`src/rtl/pixel_pkg.sv`:
```
// Shared types and constants for the pixel window reader: pixel/window layout,
// reader FSM states and the {row, col} pixel address packing.
package pixel_pkg;

   localparam int IMG_DIM   = 32;
   localparam int CH_W      = 16;
   localparam int NUM_CH    = 3;
   localparam int PIX_W     = NUM_CH * CH_W;
   localparam int TAPS      = 9;
   localparam int COORD_W   = 5;
   localparam int ADDR_W    = 16;
   localparam int ROW_SHIFT = 5;

   typedef logic [NUM_CH-1:0][CH_W-1:0] pixel_t;
   typedef pixel_t [TAPS-1:0]           window_t;

   typedef enum logic [2:0] {
      IDLE,
      FETCH,
      CAPT,
      OUT,
      DONE
   } state_t;

   // Observation bundle for checkers: FSM state plus the tap being generated.
   typedef struct packed {
      state_t               state;
      logic [3:0]           tap_idx;
      logic [COORD_W-1:0]   tap_row;
      logic [COORD_W-1:0]   tap_col;
      logic                 tap_in_bounds;
   } dbg_t;

   // Channel field [11:10] and the top nibble stay zero for a 32x32 image.
   function automatic logic [ADDR_W-1:0] pack_addr(input logic [COORD_W-1:0] row,
                                                   input logic [COORD_W-1:0] col);
      return (ADDR_W'(row) << ROW_SHIFT) | ADDR_W'(col);
   endfunction

endpackage

```
`src/rtl/window_tap_gen.sv`:
```
// Combinational tap generator: maps a centre pixel and tap index 0..8 to the
// neighbour coordinate, its in-bounds flag and its packed memory address.
module window_tap_gen
   import pixel_pkg::*;
(
   input  logic [COORD_W-1:0] ctr_row,
   input  logic [COORD_W-1:0] ctr_col,
   input  logic [3:0]         tap_idx,
   output logic [COORD_W-1:0] tap_row,
   output logic [COORD_W-1:0] tap_col,
   output logic               in_bounds,
   output logic [ADDR_W-1:0]  tap_addr
);

   logic signed [5:0] row_off;
   logic signed [5:0] col_off;
   logic signed [5:0] row_s;
   logic signed [5:0] col_s;
   logic              idx_ok;

   always_comb begin
      row_off = 6'sd0;
      col_off = 6'sd0;
      idx_ok  = 1'b1;
      case (tap_idx)
         4'd0: begin row_off = -6'sd1; col_off = -6'sd1; end
         4'd1: begin row_off = -6'sd1; col_off =  6'sd0; end
         4'd2: begin row_off = -6'sd1; col_off =  6'sd1; end
         4'd3: begin row_off =  6'sd0; col_off = -6'sd1; end
         4'd4: begin row_off =  6'sd0; col_off =  6'sd0; end
         4'd5: begin row_off =  6'sd0; col_off =  6'sd1; end
         4'd6: begin row_off =  6'sd1; col_off = -6'sd1; end
         4'd7: begin row_off =  6'sd1; col_off =  6'sd0; end
         4'd8: begin row_off =  6'sd1; col_off =  6'sd1; end
         default: idx_ok = 1'b0;
      endcase
   end

   assign row_s = $signed({1'b0, ctr_row}) + row_off;
   assign col_s = $signed({1'b0, ctr_col}) + col_off;

   // 31+1 = 32 aliases to -32 in 6-bit signed, so one sign test catches -1 and 32.
   assign in_bounds = idx_ok && (row_s >= 6'sd0) && (col_s >= 6'sd0);
   assign tap_row   = row_s[COORD_W-1:0];
   assign tap_col   = col_s[COORD_W-1:0];
   assign tap_addr  = in_bounds ? pack_addr(tap_row, tap_col) : '0;

endmodule

```
`src/rtl/pixel_window_reader.sv`:
```
// Raster-scans the 32x32 pixel memory and emits a zero-padded 3x3 window per
// pixel on a valid/ready port; one tap read per cycle, nine per window.
module pixel_window_reader #(
   parameter int IMG_DIM = 32,
   parameter int CH_W    = 16,
   parameter int PIX_W   = 48
) (
   input  logic                  clk,
   input  logic                  rst,
   input  logic                  start,
   output logic                  busy,
   output logic                  done,
   output logic [15:0]           read_pixel_addr,
   output logic                  read_pixel_signal,
   input  logic [3*CH_W-1:0]     read_pixel_data,
   output logic                  win_valid,
   input  logic                  win_ready,
   output logic [9*PIX_W-1:0]    win_data,
   output logic [4:0]            win_row,
   output logic [4:0]            win_col,
   output pixel_pkg::dbg_t       dbg
);
   import pixel_pkg::*;

   // Window handshake: a window transfers on a clock edge where win_valid and
   // win_ready are both high; while win_valid is high and win_ready low, the
   // window and its coordinates are held and no memory reads are issued.

   localparam logic [4:0] LAST = 5'(IMG_DIM - 1);

   state_t       state, state_nxt;
   logic [4:0]   row, col;
   logic [3:0]   tap_k;
   logic [4:0]   tap_row, tap_col;
   logic         in_bounds;
   logic [15:0]  tap_addr;
   logic         last_win;

   logic         iss_valid;
   logic [3:0]   iss_idx;
   logic         iss_inb;
   window_t      taps;

   window_tap_gen u_tap_gen (
      .ctr_row   (row),
      .ctr_col   (col),
      .tap_idx   (tap_k),
      .tap_row   (tap_row),
      .tap_col   (tap_col),
      .in_bounds (in_bounds),
      .tap_addr  (tap_addr)
   );

   assign last_win = (row == LAST) && (col == LAST);

   always_ff @(posedge clk or posedge rst) begin
      if (rst) state <= IDLE;
      else     state <= state_nxt;
   end

   always_comb begin
      state_nxt = state;
      case (state)
         IDLE:    if (start) state_nxt = FETCH;
         FETCH:   if (tap_k == 4'(TAPS - 1)) state_nxt = CAPT;
         CAPT:    state_nxt = OUT;
         OUT:     if (win_ready) state_nxt = last_win ? DONE : FETCH;
         DONE:    state_nxt = IDLE;
         default: state_nxt = IDLE;
      endcase
   end

   assign read_pixel_signal = (state == FETCH) && in_bounds;
   assign read_pixel_addr   = read_pixel_signal ? tap_addr : 16'd0;
   assign busy              = (state == FETCH) || (state == CAPT) || (state == OUT);
   assign done              = (state == DONE);
   assign win_valid         = (state == OUT);
   assign win_data          = taps;
   assign win_row           = row;
   assign win_col           = col;

   assign dbg = '{state: state, tap_idx: tap_k, tap_row: tap_row,
                  tap_col: tap_col, tap_in_bounds: in_bounds};

   always_ff @(posedge clk or posedge rst) begin
      if (rst) begin
         row   <= '0;
         col   <= '0;
         tap_k <= '0;
      end else if (state == IDLE && start) begin
         row   <= '0;
         col   <= '0;
         tap_k <= '0;
      end else if (state == FETCH) begin
         tap_k <= (tap_k == 4'(TAPS - 1)) ? 4'd0 : tap_k + 4'd1;
      end else if (state == OUT && win_ready) begin
         col <= col + 5'd1;
         if (col == LAST) row <= row + 5'd1;
      end
   end

   // Read data lags the address by one cycle, so the tap index and bounds flag
   // travel one stage behind the issue to select and qualify the write.
   always_ff @(posedge clk or posedge rst) begin
      if (rst) begin
         iss_valid <= 1'b0;
         iss_idx   <= '0;
         iss_inb   <= 1'b0;
      end else begin
         iss_valid <= (state == FETCH);
         iss_idx   <= tap_k;
         iss_inb   <= in_bounds;
      end
   end

   always_ff @(posedge clk or posedge rst) begin
      if (rst) begin
         taps <= '0;
      end else if (iss_valid) begin
         for (int i = 0; i < TAPS; i++) begin
            if (iss_idx == 4'(i)) taps[i] <= iss_inb ? pixel_t'(read_pixel_data) : '0;
         end
      end
   end

endmodule
```
`config.mk`:
```
export PLATFORM = sky130hd
export DESIGN_NAME = pixel_window_reader
export DESIGN_NICKNAME = d
export VERILOG_FILES = /design/src/rtl/pixel_pkg.sv /design/src/rtl/window_tap_gen.sv /design/src/rtl/pixel_window_reader.sv
export SDC_FILE = /design/constraint.sdc
export NUM_CORES = 1
export LEC_CHECK = 0
export ABC_AREA = 0
export CAP_MARGIN = 30
export CORE_AREA = 2 2 205 207
export DETAILED_ROUTE_END_ITERATION = 7
export DIE_AREA = 0 0 207 209
export GPL_TIMING_DRIVEN = 1
export PLACE_DENSITY = 0.74
export SYNTH_ARGS = -nofsm -noshare
export SYNTH_HDL_FRONTEND = slang
export SYNTH_SLANG_ARGS = --single-unit
```
`constraint.sdc`:
```
create_clock -name clk -period 19.07 [get_ports clk]
set_clock_uncertainty 0.05 [all_clocks]
set_input_delay 3.814 -clock clk [delete_from_list [all_inputs] [get_ports clk]]
set_output_delay 3.814 -clock clk [all_outputs]
set_load 0.03 [all_outputs]
```
# ---- After elaboration in Yosys (flattened, before gate mapping)
# Index checks and enable logic that the tools add are counted.
dict set report op_classes {
  eq_ne 26
  n_mux 21
  bitwise 1
  n_lt_le_gt_ge 2
  reduce_logical 31
  n_addsub 5
}
# cell count
set ops {}
lappend ops {{$mux 48} 1}
lappend ops {{$mux 5} 7}
lappend ops {{$eq 4x3->1 const B} 8}
lappend ops {{$mux 16} 2}
lappend ops {{$pmux 6 s2} 2}
lappend ops {{$reduce_and 2->1} 10}
lappend ops {{$eq 4x2->1 const B} 4}
lappend ops {{$add 6x6->6} 2}
lappend ops {{$ge 6x1->1 const B} 2}
lappend ops {{$mux 3} 4}
lappend ops {{$mux 4} 3}
lappend ops {{$pmux 3 s4} 1}
lappend ops {{$reduce_or 3->1} 4}
lappend ops {{$add 5x1->5 const B} 2}
lappend ops {{$eq 5x5->1 const B} 2}
lappend ops {{$or 10x5->10} 1}
lappend ops {{$reduce_or 9->1} 1}
lappend ops {{$eq 4x1->1 const B} 2}
lappend ops {{$eq 4x4->1 const B} 2}
lappend ops {{$logic_not 4->1} 2}
lappend ops {{$eq 3x2->1 const B} 2}
lappend ops {{$logic_and 1x1->1} 6}
lappend ops {{$ne 2x1->1 const B} 3}
lappend ops {{$reduce_and 3->1} 2}
lappend ops {{other kinds (8)} 11}
dict set report word_totals {
  inputBits 52
  ff_bits 455
  out_inout_bits 480
  elab_cells 120
}

# ---- Depth between registers and ports, before layout
dict set report logic_depth {
  depth_word 9
  ltp_mapped 12
  ltp_nobuf 12
}

# ---- Modules after synthesis
# Synthesis repeated with hierarchy kept, for this count alone.
dict set report hier_totals {
  hier_cells 1246
  hier_area_um2 18539.0
}
# module area_each_um2 instances cells_per_inst
set by_module_without_submodules {}
lappend by_module_without_submodules {pixel_window_reader 17804.6 1 1154}
lappend by_module_without_submodules {window_tap_gen 734.5 1 92}

# ---- Worst setup path after synthesis
# OpenSTA, ideal clock, no wires.
dict set report synth_path {
  path_kind {register to output}
  startpoint {register tap_k[0]}
  endpoint {output read_pixel_addr[9]}
  arrival_ns 3.001
  path_slack_ns 12.205
  stages_incl_launch_ff 11
  cell_sequence {dfrtp_1 -> inv_1 -> ha_1 -> nor3_1 -> nor3_2 -> ha_1 -> nor2b_1 -> o21ai_0 -> nand2b_1 -> xnor2_1 -> and3_2}
}
# element line_no
set synth_rtl {}
lappend synth_rtl {{start, declared} pixel_window_reader.sv:33} ;# logic [3:0] tap_k;
lappend synth_rtl {{start signal, assigned} pixel_window_reader.sv:95} ;# tap_k <= (tap_k == 4'(TAPS - 1)) ? 4'd0 : tap_k + 4'd1;
lappend synth_rtl {{end, declared} pixel_window_reader.sv:13} ;# output logic [15:0] read_pixel_addr,

# ---- Final worst setup path
dict set report layout_path {
  startpoint {register tap_k[0]}
  endpoint {output read_pixel_addr[9]}
}
dict set report layout_via {
  elab_chain_len 9
  elab_cells_between_ends 27
  cone_classes {add/sub: 2; order compare: 2; eq/ne: 8; mux: 5; bitwise: 1; reduce/logical: 9}
}
# element line_no
set layout_rtl {}
lappend layout_rtl {{$eq 4x4->1 (tied with other cells)} window_tap_gen.sv:25} ;# case (tap_idx)
lappend layout_rtl {{$reduce_or 3->1 (no source line)} -}
lappend layout_rtl {{$pmux 6 s2} window_tap_gen.sv:25}
lappend layout_rtl {{$add 6x6->6} window_tap_gen.sv:39} ;# assign row_s = $signed({1'b0, ctr_row}) + row_off;
lappend layout_rtl {{$ge 6x1->1} window_tap_gen.sv:43} ;# assign in_bounds = idx_ok && (row_s >= 6'sd0) && (col_s >= 6'sd0);
lappend layout_rtl {{$logic_and 1x1->1 (2 in series)} window_tap_gen.sv:43}
lappend layout_rtl {{$mux 16 / $logic_and 1x1->1 (equally long branches)} {window_tap_gen.sv:46, pixel_window_reader.sv:73}}
lappend layout_rtl {{$mux 16 (*)} pixel_window_reader.sv:74} ;# assign read_pixel_addr = read_pixel_signal ? tap_addr : 16'd0;
# Mark *: on every way between the ends. The rest lies on a longest branch, timed or not.

==> impl_metrics.csv <==
group,metric,value,unit
cells_and_area,fin_nets,2197,
clock_tree,ctsHoldBuffers,0,
global_routing,grt_pass1_wl,85100,um
cells_and_area,final_cells,2696,
power_and_ir_drop,p_leak,0.0109,uW
timing,max_freq,124,MHz
cells_and_area,drive_gt1_share,4.82,%
floorplanning,core-area,41300,um^2
yosys,synth_mux_area_share,0,%
setup_path,cpMostUsedCell,"ha_1",
setup_path,r2r_slack,16.16,ns
timing,slew_headroom,38.0,%
setup_path,startpoint_type,"flop",
setup_path,crit_fanout,13,
routing,met1_length,22100,um
clock_tree,cts_buffer_depth,3,
setup_path,r2r_cells,9,
placement,dpl.hpwl,38300,um
timing,rsz0062_at_grt,"false",
placement,port_buffers,525,
routing,drt_iter0_markers,821,
yosys,synth_top_family_by_area,"compound AO/OA/AOI/OAI gates",
setup_path,rr_startpoint,"tap_k[0]$_DFFE_PP0P_",
yosys,post-synth-top-area-fraction,67.2,%
clock_tree,cts_tree,"done",
routing,dr_wl_met2,26800,um
clock_tree,clkTransAtPathRegs,0.06,ns
yosys,synthCells,1637,
yosys,yosys.area_share.simple,13.5,%
routing,vias,13853,
yosys,yosysSeqAreaShare,67.2,%
setup_path,cpLargestDelayFamily,"compound AO/OA/AOI/OAI gates",
setup_path,r2r_end,"iss_inb$_DFF_PP0_",
yosys,yosysWarnings,0,
floorplanning,die_h,209,um
yosys,synth_fa_ha_area_share,1.57,%
timing,finalSetupViolations,0,
floorplanning,row_count,75,
hold_path,min_from,"win_data[163]$_DFFE_PP0P_",
yosys,synthXorXnorAreaFrac,0.620,%
routing,finalWirelength,55800,um
clock_tree,cts-root-buf,"clkbuf_16",
routing,dr.max_layer_used,"met5",
clock_tree,postCtsSetupBuffers,0,
setup_path,slowest_stage,"clkdlybuf4s50_1",
placement,place.gp.congestion,0.870,
yosys,synth_area,16900,um^2
routing,ant_nets,0,
yosys,synthArstFlopShare,100,%
yosys,synth_common_cells,"499 x nand2_1, 455 x dfrtp_1, 442 x o21ai_0",
yosys,synth.distinct_cells,42,
hold_path,holdPathEnd,"win_data[163]$_DFFE_PP0P_",
timing,timing.final.crit_share,42.4,%
job,drv_cap,0,
routing,dr.pass1.iters,8,
floorplanning,initial_core_util,41.0,%
clock_tree,clock_sinks,455,
status,status,"finished, final reports clean",
yosys,synth_most_common_cell,"nand2_1",
setup_path,critical_path_class,"reg2out",
setup_path,arrival,4.22,ns
setup_path,critPathMaxStageDelay,0.68,ns
timing,fin_tns_setup,0,ns
setup_path,crit_required,15.21,ns
routing,remaining_drc_errors,0,
yosys,synth_compound_area_share,14.0,%
setup_path,end_kind,"output pin",
hold_path,hold-path-cell-count,2,
yosys,synth_edf_count,0,
global_routing,globalRouteOverflowTotal,0,
routing,vias_per_cell,5.14,
global_routing,grtUsageTotal,25.5,%
setup_path,crit_buf_inv,2,
routing,routedWlPerCell,20.7,um
global_routing,antenna_found_initial,3,
power_and_ir_drop,irDropWorstVdd,0.239,mV
global_routing,grt_max_degree,175,
clock_tree,numCtsBuffers,46,
setup_path,crit_chain,"inv_1 > ha_1 > nor3_1 > nor3_4 > ha_1 > a21o_1 > a221oi_2 > xor2_1 > o311a_2 > and3_2 > clkdlybuf4s50_1",
cells_and_area,syn_to_final_growth,42.6,%
yosys,yosys_most_used_dff,"dfrtp_1",
placement,dp_cells,2614,
hold_path,hp-class,"reg2reg",
timing,final_max_slew_viol_count,0,
power_and_ir_drop,pwr_density_cell,213,nW/um^2
timing,worstMarginPinSlew,0.930,ns
global_routing,grt_pass1_vias,13870,
clock_tree,worstSkewPairLatency,0.57,ns
floorplanning,num_io_pins,532,
floorplanning,die-area,43300,um^2
floorplanning,die_x,207,um
clock_tree,htree_levels,2,
routing,dr_wl_met3,4590,um
clock_tree,cts.repair.resized,0,
timing,min_period,8.09,ns
yosys,synthTopCellsByArea,"dfrtp_1 67%, o21ai_0 13%, nand2_1 11%, ha_1 1.3%, clkbuf_1 1.3%",
yosys,ys_ff_latch,455,
yosys,synth_area_per_cell,10.3,um^2
timing,finalHoldViolations,0,
yosys,synth_area_leader_cell,"dfrtp_1",
[power by group]
group	internal [uW]	switching [uW]	leakage, uW
Sequential	1380	254	0.00561
Clock	526	370	0.000732
Combinational	963	1650	0.00454
[worst max-delay path by stage]
stage / end / slack [ns] / from / cells past startpoint
after floorplan: iss_idx[0]$_DFF_PP0_ / 2.52 / rst / 1
after detailed placement: read_pixel_addr[9] / 11.55 / tap_k[0]$_DFFE_PP0P_ / 11
after CTS: read_pixel_addr[9] / 10.93 / tap_k[0]$_DFFE_PP0P_ / 11
final: read_pixel_addr[9] / 10.98 / tap_k[0]$_DFFE_PP0P_ / 11
after global placement: read_pixel_addr[3] / 11.73 / tap_k[0]$_DFFE_PP0P_ / 11
after global routing: read_pixel_addr[9] / 10.73 / tap_k[0]$_DFFE_PP0P_ / 11
[logic make-up after synthesis]
family / after synthesis
flops: 455
simple gates: 564
xor+xnor: 12
other cells: 1
fa+ha+maj: 20
buf+inv: 120
compound gates: 465
[flip-flops by register name, indices dropped and copies added, names as in the netlist]
signal and count:
state 3, tap_k 4, iss_valid 1, iss_idx 4
win_col 5, win_row 5, iss_inb 1, win_data 432
[worst min-delay path, delay by kind of cell, from the launching register on]
| family | cells | cell delay, ns |
|---|---|---|
| AND/OR/NAND/NOR | 1 | 0.05 |
| AO/OA/AOI/OAI | 1 | 0.06 |
| flip-flops | 1 | 0.33 |
[layer usage]
metal  GRT usage (%)  vias to the layer above
li1                -                     6383
met1            31.4                     6763
met4            10.4                        4
met5               0                        -
met3            7.56                      131
met2            42.2                      572
[stage by stage]
stage	cell area [um^2]	hold slack, ns	power (uW)	worst slack (ns)	util [%]
floorplan	17000	0.524	3020	2.52	-
global placement	22600	0.412	4190	11.73	54.7
detailed placement	22600	0.419	4250	11.55	54.8
CTS	24100	0.432	5160	10.93	58.4
global route	24200	0.446	5390	10.73	58.5
finish	24200	0.426	5140	10.98	58.5
[layout by cell type (no fill, tap or decap), types with 2 or more instances in the layout]
master	netlist	layout
clkdlybuf4s50_1	0	525
nand2_1	499	497
dfrtp_1	455	454
o21ai_0	442	442
clkbuf_16	0	47
ha_1	18	18
buf_4	7	15
nor2_1	12	12
and3_1	11	11
clkbuf_1	59	11
a21oi_1	10	10
clkbuf_8	0	10
inv_1	10	9
nand3_1	10	8
nand3b_1	7	7
xor2_1	7	7
conb_1	1	6
clkinv_2	0	6
nor2b_1	5	5
xnor2_1	5	5
o22ai_1	3	3
and3_2	3	3
and2_1	3	3
nand4_1	3	3
bufinv_16	0	3
nand2_4	0	2
nor3b_2	2	2
nand3_4	0	2
nor3_1	2	2
a21o_1	2	2
a31oi_1	2	2
fa_1	2	2
buf_12	0	2
buf_16	0	2
[area by class of cell]
type | instances | area [um^2]
timing repair buffer | 545 | 5480
inverter | 10 | 45.0
fill | 3486 | 17100
sequential | 455 | 11400
tap | 539 | 674
multi-input combinational | 1067 | 5080
clock buffer | 67 | 1340
antenna | 1 | 2.50
clock inverter | 12 | 145
No activity file was read; power rests on OpenSTA's default activity.
